**src/rtl/mem_port_arbiter_if.sv**
```systemverilog
// Request, response and RAM-port signals for the data-RAM port arbiter.
// slave = arbiter side; master = requesters plus RAM model side.
interface mem_port_arbiter_if #(
  parameter int ADDR_W = 14,
  parameter int DATA_W = 32
);
  logic              iCpuReq;
  logic              iCpuWrite;
  logic [ADDR_W-1:0] iCpuAddr;
  logic [DATA_W-1:0] iCpuWData;
  logic              oCpuGrant;
  logic              oCpuStall;
  logic              oCpuRValid;
  logic [DATA_W-1:0] oCpuRData;

  logic              iDbgReq;
  logic              iDbgWrite;
  logic [ADDR_W-1:0] iDbgAddr;
  logic [DATA_W-1:0] iDbgWData;
  logic              oDbgGrant;
  logic              oDbgRValid;
  logic [DATA_W-1:0] oDbgRData;

  logic              oRamWen;
  logic [ADDR_W-1:0] oRamAddr;
  logic [DATA_W-1:0] oRamWData;
  logic [DATA_W-1:0] iRamRData;

  logic              oStarveEvent;

  modport slave (
    input  iCpuReq, iCpuWrite, iCpuAddr, iCpuWData,
    input  iDbgReq, iDbgWrite, iDbgAddr, iDbgWData,
    input  iRamRData,
    output oCpuGrant, oCpuStall, oCpuRValid, oCpuRData,
    output oDbgGrant, oDbgRValid, oDbgRData,
    output oRamWen, oRamAddr, oRamWData, oStarveEvent
  );

  modport master (
    output iCpuReq, iCpuWrite, iCpuAddr, iCpuWData,
    output iDbgReq, iDbgWrite, iDbgAddr, iDbgWData,
    output iRamRData,
    input  oCpuGrant, oCpuStall, oCpuRValid, oCpuRData,
    input  oDbgGrant, oDbgRValid, oDbgRData,
    input  oRamWen, oRamAddr, oRamWData, oStarveEvent
  );
endinterface

```
**src/rtl/mem_port_arbiter.sv**
```systemverilog
// CPU/debug arbiter for the single data-RAM port: grant is combinational, read data returns 1 cycle later.
// CPU wins by default and is stalled (must retry) for one cycle when a starving debug request is forced through.
module mem_port_arbiter #(
  parameter int ADDR_W       = 14,
  parameter int DATA_W       = 32,
  parameter int STARVE_LIMIT = 8
) (
  input  logic                iCpuClock,
  input  logic                iCpuResetN,
  mem_port_arbiter_if.slave   bus
);

  typedef enum logic {
    S_NORMAL = 1'b0,
    S_FORCE  = 1'b1
  } state_e;

  localparam logic [7:0] LIMIT = 8'(STARVE_LIMIT);

  state_e            state_q, state_d;
  logic [7:0]        wait_cnt_q, wait_cnt_d, wait_cnt_inc;
  logic [1:0]        tag_q, tag_d;
  logic [ADDR_W-1:0] addr_q, addr_d;
  logic              cpu_grant, dbg_grant, force_dbg;

  always_ff @(posedge iCpuClock or negedge iCpuResetN) begin
    if (!iCpuResetN) begin
      state_q    <= S_NORMAL;
      wait_cnt_q <= '0;
      tag_q      <= '0;
      addr_q     <= '0;
    end else begin
      state_q    <= state_d;
      wait_cnt_q <= wait_cnt_d;
      tag_q      <= tag_d;
      addr_q     <= addr_d;
    end
  end

  always_comb begin
    state_d      = state_q;
    wait_cnt_d   = '0;
    cpu_grant    = 1'b0;
    dbg_grant    = 1'b0;
    addr_d       = addr_q;
    wait_cnt_inc = (wait_cnt_q == 8'hFF) ? wait_cnt_q : wait_cnt_q + 8'd1;
    // A withdrawn debug request in S_FORCE falls back to normal CPU priority.
    force_dbg    = (state_q == S_FORCE) && bus.iDbgReq;

    if (iCpuResetN) begin
      dbg_grant = force_dbg || (!bus.iCpuReq && bus.iDbgReq);
      cpu_grant = bus.iCpuReq && !force_dbg;
    end

    if (bus.iDbgReq && !dbg_grant) begin
      wait_cnt_d = wait_cnt_inc;
    end

    case (state_q)
      S_NORMAL: begin
        if (bus.iDbgReq && !dbg_grant && (wait_cnt_inc == LIMIT)) begin
          state_d = S_FORCE;
        end
      end
      S_FORCE:  state_d = S_NORMAL;
      default:  state_d = S_NORMAL;
    endcase

    tag_d = {cpu_grant && !bus.iCpuWrite, dbg_grant && !bus.iDbgWrite};

    if (cpu_grant) begin
      addr_d = bus.iCpuAddr;
    end else if (dbg_grant) begin
      addr_d = bus.iDbgAddr;
    end
  end

  // Idle cycles keep the last address on the RAM port.
  assign bus.oRamAddr   = cpu_grant ? bus.iCpuAddr  : (dbg_grant ? bus.iDbgAddr  : addr_q);
  assign bus.oRamWData  = cpu_grant ? bus.iCpuWData : (dbg_grant ? bus.iDbgWData : '0);
  assign bus.oRamWen    = (cpu_grant && bus.iCpuWrite) || (dbg_grant && bus.iDbgWrite);

  assign bus.oCpuGrant    = cpu_grant;
  assign bus.oDbgGrant    = dbg_grant;
  assign bus.oCpuStall    = bus.iCpuReq && !cpu_grant;
  assign bus.oStarveEvent = (state_q == S_FORCE) && dbg_grant;

  assign bus.oCpuRValid = tag_q[1];
  assign bus.oDbgRValid = tag_q[0];
  assign bus.oCpuRData  = tag_q[1] ? bus.iRamRData : '0;
  assign bus.oDbgRData  = tag_q[0] ? bus.iRamRData : '0;

endmodule

```
**src/flat_wrapper.sv**
```systemverilog
// flat-port wrapper written by rule: the top's interface ports become plain ports
module mem_port_arbiter_flat 
#(
  parameter int ADDR_W       = 14,
  parameter int DATA_W       = 32,
  parameter int STARVE_LIMIT = 8
)
  (iCpuClock, iCpuResetN, bus_iCpuReq, bus_iCpuWrite, bus_iCpuAddr, bus_iCpuWData, bus_iDbgReq, bus_iDbgWrite, bus_iDbgAddr, bus_iDbgWData, bus_iRamRData, bus_oCpuGrant, bus_oCpuStall, bus_oCpuRValid, bus_oCpuRData, bus_oDbgGrant, bus_oDbgRValid, bus_oDbgRData, bus_oRamWen, bus_oRamAddr, bus_oRamWData, bus_oStarveEvent);
  mem_port_arbiter_if #(.ADDR_W(ADDR_W), .DATA_W(DATA_W)) bus_i ();
  input  logic iCpuClock;
  input  logic iCpuResetN;
  input wire logic [$bits(bus_i.iCpuReq)-1:0] bus_iCpuReq;
  input wire logic [$bits(bus_i.iCpuWrite)-1:0] bus_iCpuWrite;
  input wire logic [$bits(bus_i.iCpuAddr)-1:0] bus_iCpuAddr;
  input wire logic [$bits(bus_i.iCpuWData)-1:0] bus_iCpuWData;
  input wire logic [$bits(bus_i.iDbgReq)-1:0] bus_iDbgReq;
  input wire logic [$bits(bus_i.iDbgWrite)-1:0] bus_iDbgWrite;
  input wire logic [$bits(bus_i.iDbgAddr)-1:0] bus_iDbgAddr;
  input wire logic [$bits(bus_i.iDbgWData)-1:0] bus_iDbgWData;
  input wire logic [$bits(bus_i.iRamRData)-1:0] bus_iRamRData;
  output wire logic [$bits(bus_i.oCpuGrant)-1:0] bus_oCpuGrant;
  output wire logic [$bits(bus_i.oCpuStall)-1:0] bus_oCpuStall;
  output wire logic [$bits(bus_i.oCpuRValid)-1:0] bus_oCpuRValid;
  output wire logic [$bits(bus_i.oCpuRData)-1:0] bus_oCpuRData;
  output wire logic [$bits(bus_i.oDbgGrant)-1:0] bus_oDbgGrant;
  output wire logic [$bits(bus_i.oDbgRValid)-1:0] bus_oDbgRValid;
  output wire logic [$bits(bus_i.oDbgRData)-1:0] bus_oDbgRData;
  output wire logic [$bits(bus_i.oRamWen)-1:0] bus_oRamWen;
  output wire logic [$bits(bus_i.oRamAddr)-1:0] bus_oRamAddr;
  output wire logic [$bits(bus_i.oRamWData)-1:0] bus_oRamWData;
  output wire logic [$bits(bus_i.oStarveEvent)-1:0] bus_oStarveEvent;
  assign bus_i.iCpuReq = bus_iCpuReq;
  assign bus_i.iCpuWrite = bus_iCpuWrite;
  assign bus_i.iCpuAddr = bus_iCpuAddr;
  assign bus_i.iCpuWData = bus_iCpuWData;
  assign bus_i.iDbgReq = bus_iDbgReq;
  assign bus_i.iDbgWrite = bus_iDbgWrite;
  assign bus_i.iDbgAddr = bus_iDbgAddr;
  assign bus_i.iDbgWData = bus_iDbgWData;
  assign bus_i.iRamRData = bus_iRamRData;
  assign bus_oCpuGrant = bus_i.oCpuGrant;
  assign bus_oCpuStall = bus_i.oCpuStall;
  assign bus_oCpuRValid = bus_i.oCpuRValid;
  assign bus_oCpuRData = bus_i.oCpuRData;
  assign bus_oDbgGrant = bus_i.oDbgGrant;
  assign bus_oDbgRValid = bus_i.oDbgRValid;
  assign bus_oDbgRData = bus_i.oDbgRData;
  assign bus_oRamWen = bus_i.oRamWen;
  assign bus_oRamAddr = bus_i.oRamAddr;
  assign bus_oRamWData = bus_i.oRamWData;
  assign bus_oStarveEvent = bus_i.oStarveEvent;
  mem_port_arbiter #(.ADDR_W(ADDR_W), .DATA_W(DATA_W), .STARVE_LIMIT(STARVE_LIMIT)) u_core (.iCpuClock(iCpuClock), .iCpuResetN(iCpuResetN), .bus(bus_i));
endmodule
```
**config.mk**
```make
export PLATFORM = sky130hd
export DESIGN_NAME = mem_port_arbiter_flat
export DESIGN_NICKNAME = d
export VERILOG_FILES = /design/src/rtl/mem_port_arbiter_if.sv /design/src/rtl/mem_port_arbiter.sv /design/src/flat_wrapper.sv
export SDC_FILE = /design/constraint.sdc
export NUM_CORES = 1
export LEC_CHECK = 0
export ABC_AREA = 1
export CAP_MARGIN = 20
export CORE_MARGIN = 8
export CORE_UTILIZATION = 30
export CTS_BUF_LIST = sky130_fd_sc_hd__clkbuf_2
export CTS_CLUSTER_DIAMETER = 80
export CTS_CLUSTER_SIZE = 20
export DETAILED_ROUTE_END_ITERATION = 8
export HOLD_SLACK_MARGIN = 0.08
export PLACE_DENSITY = 0.91
export SYNTH_ARGS = -nofsm -noshare
export SYNTH_HDL_FRONTEND = slang
export SYNTH_SLANG_ARGS = --single-unit
```
**constraint.sdc**
```tcl
create_clock -name iCpuClock -period 2.72 [get_ports iCpuClock]
set_input_delay 0.544 -clock iCpuClock [delete_from_list [all_inputs] [get_ports iCpuClock]]
set_output_delay 0.544 -clock iCpuClock [all_outputs]
set_load 0.02 [all_outputs]
```
After elaboration in Yosys (flattened, before gate mapping)
Index checks and enable logic that the tools add are counted.
{"block": "classes", "n_addsub": 1, "n_eq_ne": 2, "mux": 12, "bitwise_logic": 1, "reduce_logical": 19}
{"cell": "2-to-1 mux 32 bit", "count": 4}
{"cell": "2-to-1 mux 14 bit", "count": 2}
{"cell": "2-to-1 mux 8 bit", "count": 2}
{"cell": "logical AND 1 bit", "count": 11}
{"cell": "adder 8 x 1 -> 8 bit (second input constant)", "count": 1}
{"cell": "equality test 8 x 4 -> 1 bit (second input constant)", "count": 1}
{"cell": "equality test 8 bit (second input constant)", "count": 1}
{"cell": "zero test 1 bit", "count": 6}
{"cell": "2-to-1 mux 1 bit", "count": 3}
{"cell": "logical OR 1 bit", "count": 2}
{"cell": "case mux 1 bit (2 select lines)", "count": 1}
{"cell": "NOT 1 bit", "count": 1}
{"block": "word_totals", "ff_bits": 25, "elab_cells": 39}

Logic depth before layout (Yosys ltp)
Gate-level depths: netlist (run 1).
{"block": "depth", "depth_word": 9, "ltp_mapped": 10}

Least setup slack after synthesis (run 1)
Ideal clock, no wire load.
{"block": "synth_timing", "path_type": "input to output", "startpoint": "input port bus_iDbgReq", "endpoint": "output port bus_oRamAddr[10]", "arrival_time_ps": 1556, "t_required_ps": 2176, "slack_ps": 620, "cell_stages": 6, "path_cell_list": "nand2_1 inv_1 nand2_4 clkbuf_1 nand2_1 a31oi_1"}
{"block": "synth_between", "elab_chain_len": 5}
{"item": "start: declaration", "line": "flat_wrapper.sv:16", "source": "input wire logic [$bits(bus_i.iDbgReq)-1:0] bus_iDbgReq;"}
{"item": "logical AND 1 bit (on tied branches)", "line": "mem_port_arbiter.sv:48, mem_port_arbiter.sv:51"}
{"item": "logical OR 1 bit / zero test 1 bit (equally long branches)", "line": "mem_port_arbiter.sv:51, mem_port_arbiter.sv:52"}
{"item": "2-to-1 mux 1 bit / logical AND 1 bit (equally long branches)", "line": "mem_port_arbiter.sv:50, mem_port_arbiter.sv:52"}
{"item": "2-to-1 mux 14 bit / 2-to-1 mux 1 bit (equally long branches)", "line": "mem_port_arbiter.sv:79, mem_port_arbiter.sv:50"}
{"item": "2-to-1 mux 14 bit (*)", "line": "mem_port_arbiter.sv:79", "source": "assign bus.oRamAddr = cpu_grant ? bus.iCpuAddr : (dbg_grant ? bus.iDbgAddr : addr_q);"}
{"item": "end: declaration", "line": "flat_wrapper.sv:29", "source": "output wire logic [$bits(bus_i.oRamAddr)-1:0] bus_oRamAddr;"}
Mark *: on every way between the ends. The rest lies on a longest branch, timed or not.

Final worst setup path (run 1)
{"block": "layout_timing", "startpoint": "input port iCpuResetN", "endpoint": "output port bus_oRamWen"}
{"block": "layout_between", "elab_chain_len": 3}
{"item": "start: declaration", "line": "flat_wrapper.sv:11", "source": "input logic iCpuResetN;"}
{"item": "2-to-1 mux 1 bit", "line": "mem_port_arbiter.sv:50", "source": "if (iCpuResetN) begin"}
{"item": "logical AND 1 bit", "line": "mem_port_arbiter.sv:81", "source": "assign bus.oRamWen = (cpu_grant && bus.iCpuWrite) || (dbg_grant && bus.iDbgWrite);"}
{"item": "logical OR 1 bit (*)", "line": "mem_port_arbiter.sv:81"}
{"item": "end: declaration", "line": "flat_wrapper.sv:28", "source": "output wire logic [$bits(bus_i.oRamWen)-1:0] bus_oRamWen;"}
Marks and branches as above.

==> results of run 1 <==
[metal layers]
| layer | vias up | GRT usage | wire [microns] |
|---|---|---|---|
| met5 | - | 0 | 0 |
| met4 | 0 | 0.0570 | 254 |
| met3 | 20 | 0.0796 | 1290 |
| met2 | 156 | 0.422 | 6020 |
| met1 | 1418 | 0.230 | 4220 |
| li1 | 1534 | - | - |
[kinds of logic (layout without fill, tap and decap cells)]
kind of cell / Yosys count / count (layout) / synth area share
AND/OR/NAND/NOR: 154 / 154 / 0.289
buffers and inverters: 98 / 349 / 0.192
AO/OA/AOI/OAI: 54 / 54 / 0.200
flip-flops: 25 / 25 / 0.297
XOR/XNOR: 4 / 4 / 0.0166
adder cells (fa/ha/maj): 1 / 1 / 0.00594
[synthesized netlist by cell type (2+ instances only)]
library cell and n:
a21oi_1 3, a22o_1 33, a31oi_1 14, buf_2 6, buf_6 4, clkbuf_1 9, dfrtp_1 25, inv_1 77
inv_2 2, nand2_1 109, nand2_4 2, nand3_1 10, nor2_1 32, xor2_1 3
[through the flow]
step                      setup slack, ns   util  power, uW
after global placement             -0.315  0.700       1090
after CTS                         0.00238  0.699       1220
after floorplan                     0.620      -        676
final                              0.0867  0.673       1190
after global routing              -0.0105  0.673       1250
after detailed placement           -0.318  0.700       1100
[cell type report]
| type | instances | share of cell area |
|---|---|---|
| repair buffers | 266 | 0.530 |
| multi-input cells | 213 | 0.237 |
| flip-flops and latches | 25 | 0.137 |
| inverters | 79 | 0.0654 |
| well taps | 96 | 0.0263 |
| clock buffers | 4 | 0.00438 |
[final timing paths]
| path | startpoint | to | slack [ns] | depth (start not counted) |
|---|---|---|---|---|
| setup / recovery | iCpuResetN | bus_oRamWen | 0.09 | 7 |
| hold / removal | iCpuResetN | u_core.addr_q[1]$_DFF_PN0_ | 0.52 | 2 |
| setup reg to reg | u_core.wait_cnt_q[0]$_DFF_PN0_ | u_core.state_q$_DFF_PN0_ | 0.91 | 7 |
| hold reg to reg | u_core.addr_q[4]$_DFF_PN0_ | u_core.addr_q[4]$_DFF_PN0_ | 0.57 | 2 |
| max in group asynchronous | iCpuResetN | u_core.wait_cnt_q[3]$_DFF_PN0_ | 1.99 | 2 |
| min in group iCpuClock | u_core.addr_q[4]$_DFF_PN0_ | u_core.addr_q[4]$_DFF_PN0_ | 0.57 | 2 |
[what timing repair did]
item,in CTS,in global routing
hold buffers,0,0
endpoints found under the setup margin,49,46
resized for setup,87,81
gates cloned,0,0
[state kept, by name (all words and copies together) (netlist names)]
| register | flops |
|---|---|
| u_core.state_q | 1 |
| u_core.tag_q | 2 |
| u_core.addr_q | 14 |
| u_core.wait_cnt_q | 8 |
[report_power, final]
part | internal (uW) | switching, uW | leakage (uW) | total (uW)
clock | 38.8 | 113 | 0.0000166 | 152
combinational | 323 | 297 | 0.00218 | 621
sequential | 406 | 12.6 | 0.000310 | 419
total | 768 | 423 | 0.00251 | 1190
[critical path: stages]
cell,delay [ns]
clkdlybuf4s50_1,0.51
buf_4,0.13
nand3_1,0.14
inv_2,0.10
buf_12,0.19
a22o_1,0.15
clkdlybuf4s15_1,0.32
==> Flow_metrics.wiki, run 1 <==
{| class="wikitable"
! Metric !! Value
|-
| Post-Route WL || 11.8 mm
|-
| TritonCTS clock tree || built
|-
| Die Width || 99.8 microns
|-
| Cell Area, Placed || 0.00475 sq mm
|-
| Sequential cell area || 626 sq um
|-
| Critical path type || in2out
|-
| Final cell count without fillers || 683
|-
| Std cell rows || 30
|-
| Number of buffers inserted by port buffering || 246
|-
| Number of max-capacitance violations reported || 0
|-
| Class of the worst hold path || in2async
|-
| Yosys Warn Count || 0
|-
| Initial Utilization || 0.310
|-
| Detail Placement HPWL || 10.4 mm
|-
| Die ar. || 0.00996 sq mm
|-
| Final clock period utilization by the worst path || 0.968
|-
| First-pass GRT wire length || 17.9 mm
|-
| Area of the multi-input gates || 0.00108 sq mm
|-
| Die Y-Extent || 99.8 microns
|-
| Leak Pwr || 0.00251 uW
|-
| TritonCTS sink count || 25
|-
| Required arrival time at the worst endpoint || 2.18 ns
|-
| Main synth FF type || dfrtp_1
|-
| Io pins || 247
|-
| Commonest non-fill, non-tap cells in the layout || 196 x clkdlybuf4s50_1, 109 x nand2_1, 77 x inv_1
|-
| Endpoint type of the worst setup path || primary output
|-
| Core Region || 0.00679 sq mm
|-
| Number of remaining DRC errors || 0
|-
| Post-synthesis register bit count || 25
|-
| GRT Util Overall || 0.225
|-
| Synthesized area || 0.00211 sq mm
|-
| Most common cell after layout, fill and taps aside || clkdlybuf4s50_1
|-
| Highest Clock Rate || 380 MHz
|-
| Number of antenna violations at the first check in global routing || 0
|-
| CP arrival || 2.09 ns
|-
| Clock buffer count from CTS || 3
|-
| Final Hold Vio Count || 0
|-
| Max-Slew Margin vs Limit || 0.706
|-
| Later-pin clock latency in the skew report || 0.35 ns
|-
| Max Root-Sink Buffers || 2
|-
| Final slew viol count || 0
|-
| Result of the run || finished clean
|-
| Fin Hold WS || 0.517 ns
|-
| Count of filler cells inserted in the layout || 544
|-
| Via/cell ratio || 4.58
|-
| Setup skew after layout || 0.0202 ns
|-
| Via count || 3128
|-
| Mean cell area of the mapped netlist || 6.27 sq um
|-
| Asr flop ratio synth || 1.00
|-
| Fraction of final layout cells with drive strength greater than 1 || 0.129
|-
| Sequential cell area fraction in the yosys report || 0.297
|-
| Largest area contributor in the synthesized netlist || dfrtp_1
|-
| Total global routing overflow || 0
|-
| Placed cell count || 679
|-
| Setup crit start kind || primary input
|-
| Count of antenna-violating nets left after detailed routing || 0
|-
| Weighted congestion reported at the end of routability-driven placement || 0.914
|-
| Clock H-tree levels || 1
|-
| Post-route cell area || 0.00457 sq mm
|-
| Count of nets after finishing || 719
|-
| Wire per inst || 17.2 microns
|-
| Area grow syn2layout || 117%
|-
| First-pass DRT Iterations || 4
|-
| Net Count, Synth || 467
|-
| Cell variety after synth || 21
|-
| Clock input transition at the sequential cells of the worst setup and hold paths || 0.22 ns
|-
| Largest net degree at the start of global routing || 36
|-
| Peak fanout along the critical path || 35
|-
| Setup total negative slack || 0 ns
|-
| Antenna Diode Count || 0
|-
| Clock period minus worst slack || 2.63 ns
|-
| Portion of synthesized cell area occupied by the leading cell type || 0.297
|-
| Least-Margin Pin Slew || 0.440 ns
|-
| Gate Count Post-Synth || 336
|-
| Power per cell area || 261 mW/mm^2
|-
| Post-synth EDFFs || 0
|-
| Vias in the first global route || 3295
|-
| Iteration-0 DRC Markers || 116
|-
| Worst vdd ir || 0.000279 V
|-
| Setup repair bufs after CTS || 0
|-
| # setup viols final || 0
|-
| Root Buffer Master || clkbuf_2
|-
| Top area cells in the synthesized netlist || dfrtp_1 30%, nand2_1 19%, a22o_1 14%
|}
No activity file was read; power rests on OpenSTA's default activity.
==> inputs of run 2 (changes only) <==
--- a/config.mk
+++ b/config.mk
@@ -10,7 +10,6 @@
 export CORE_MARGIN = 8
 export CORE_UTILIZATION = 30
 export CTS_BUF_LIST = sky130_fd_sc_hd__clkbuf_2
-export CTS_CLUSTER_DIAMETER = 80
 export CTS_CLUSTER_SIZE = 20
 export DETAILED_ROUTE_END_ITERATION = 8
 export HOLD_SLACK_MARGIN = 0.08
==> results of run 2 <==
Final layout, timing and power as in run 1 (identical DEF).
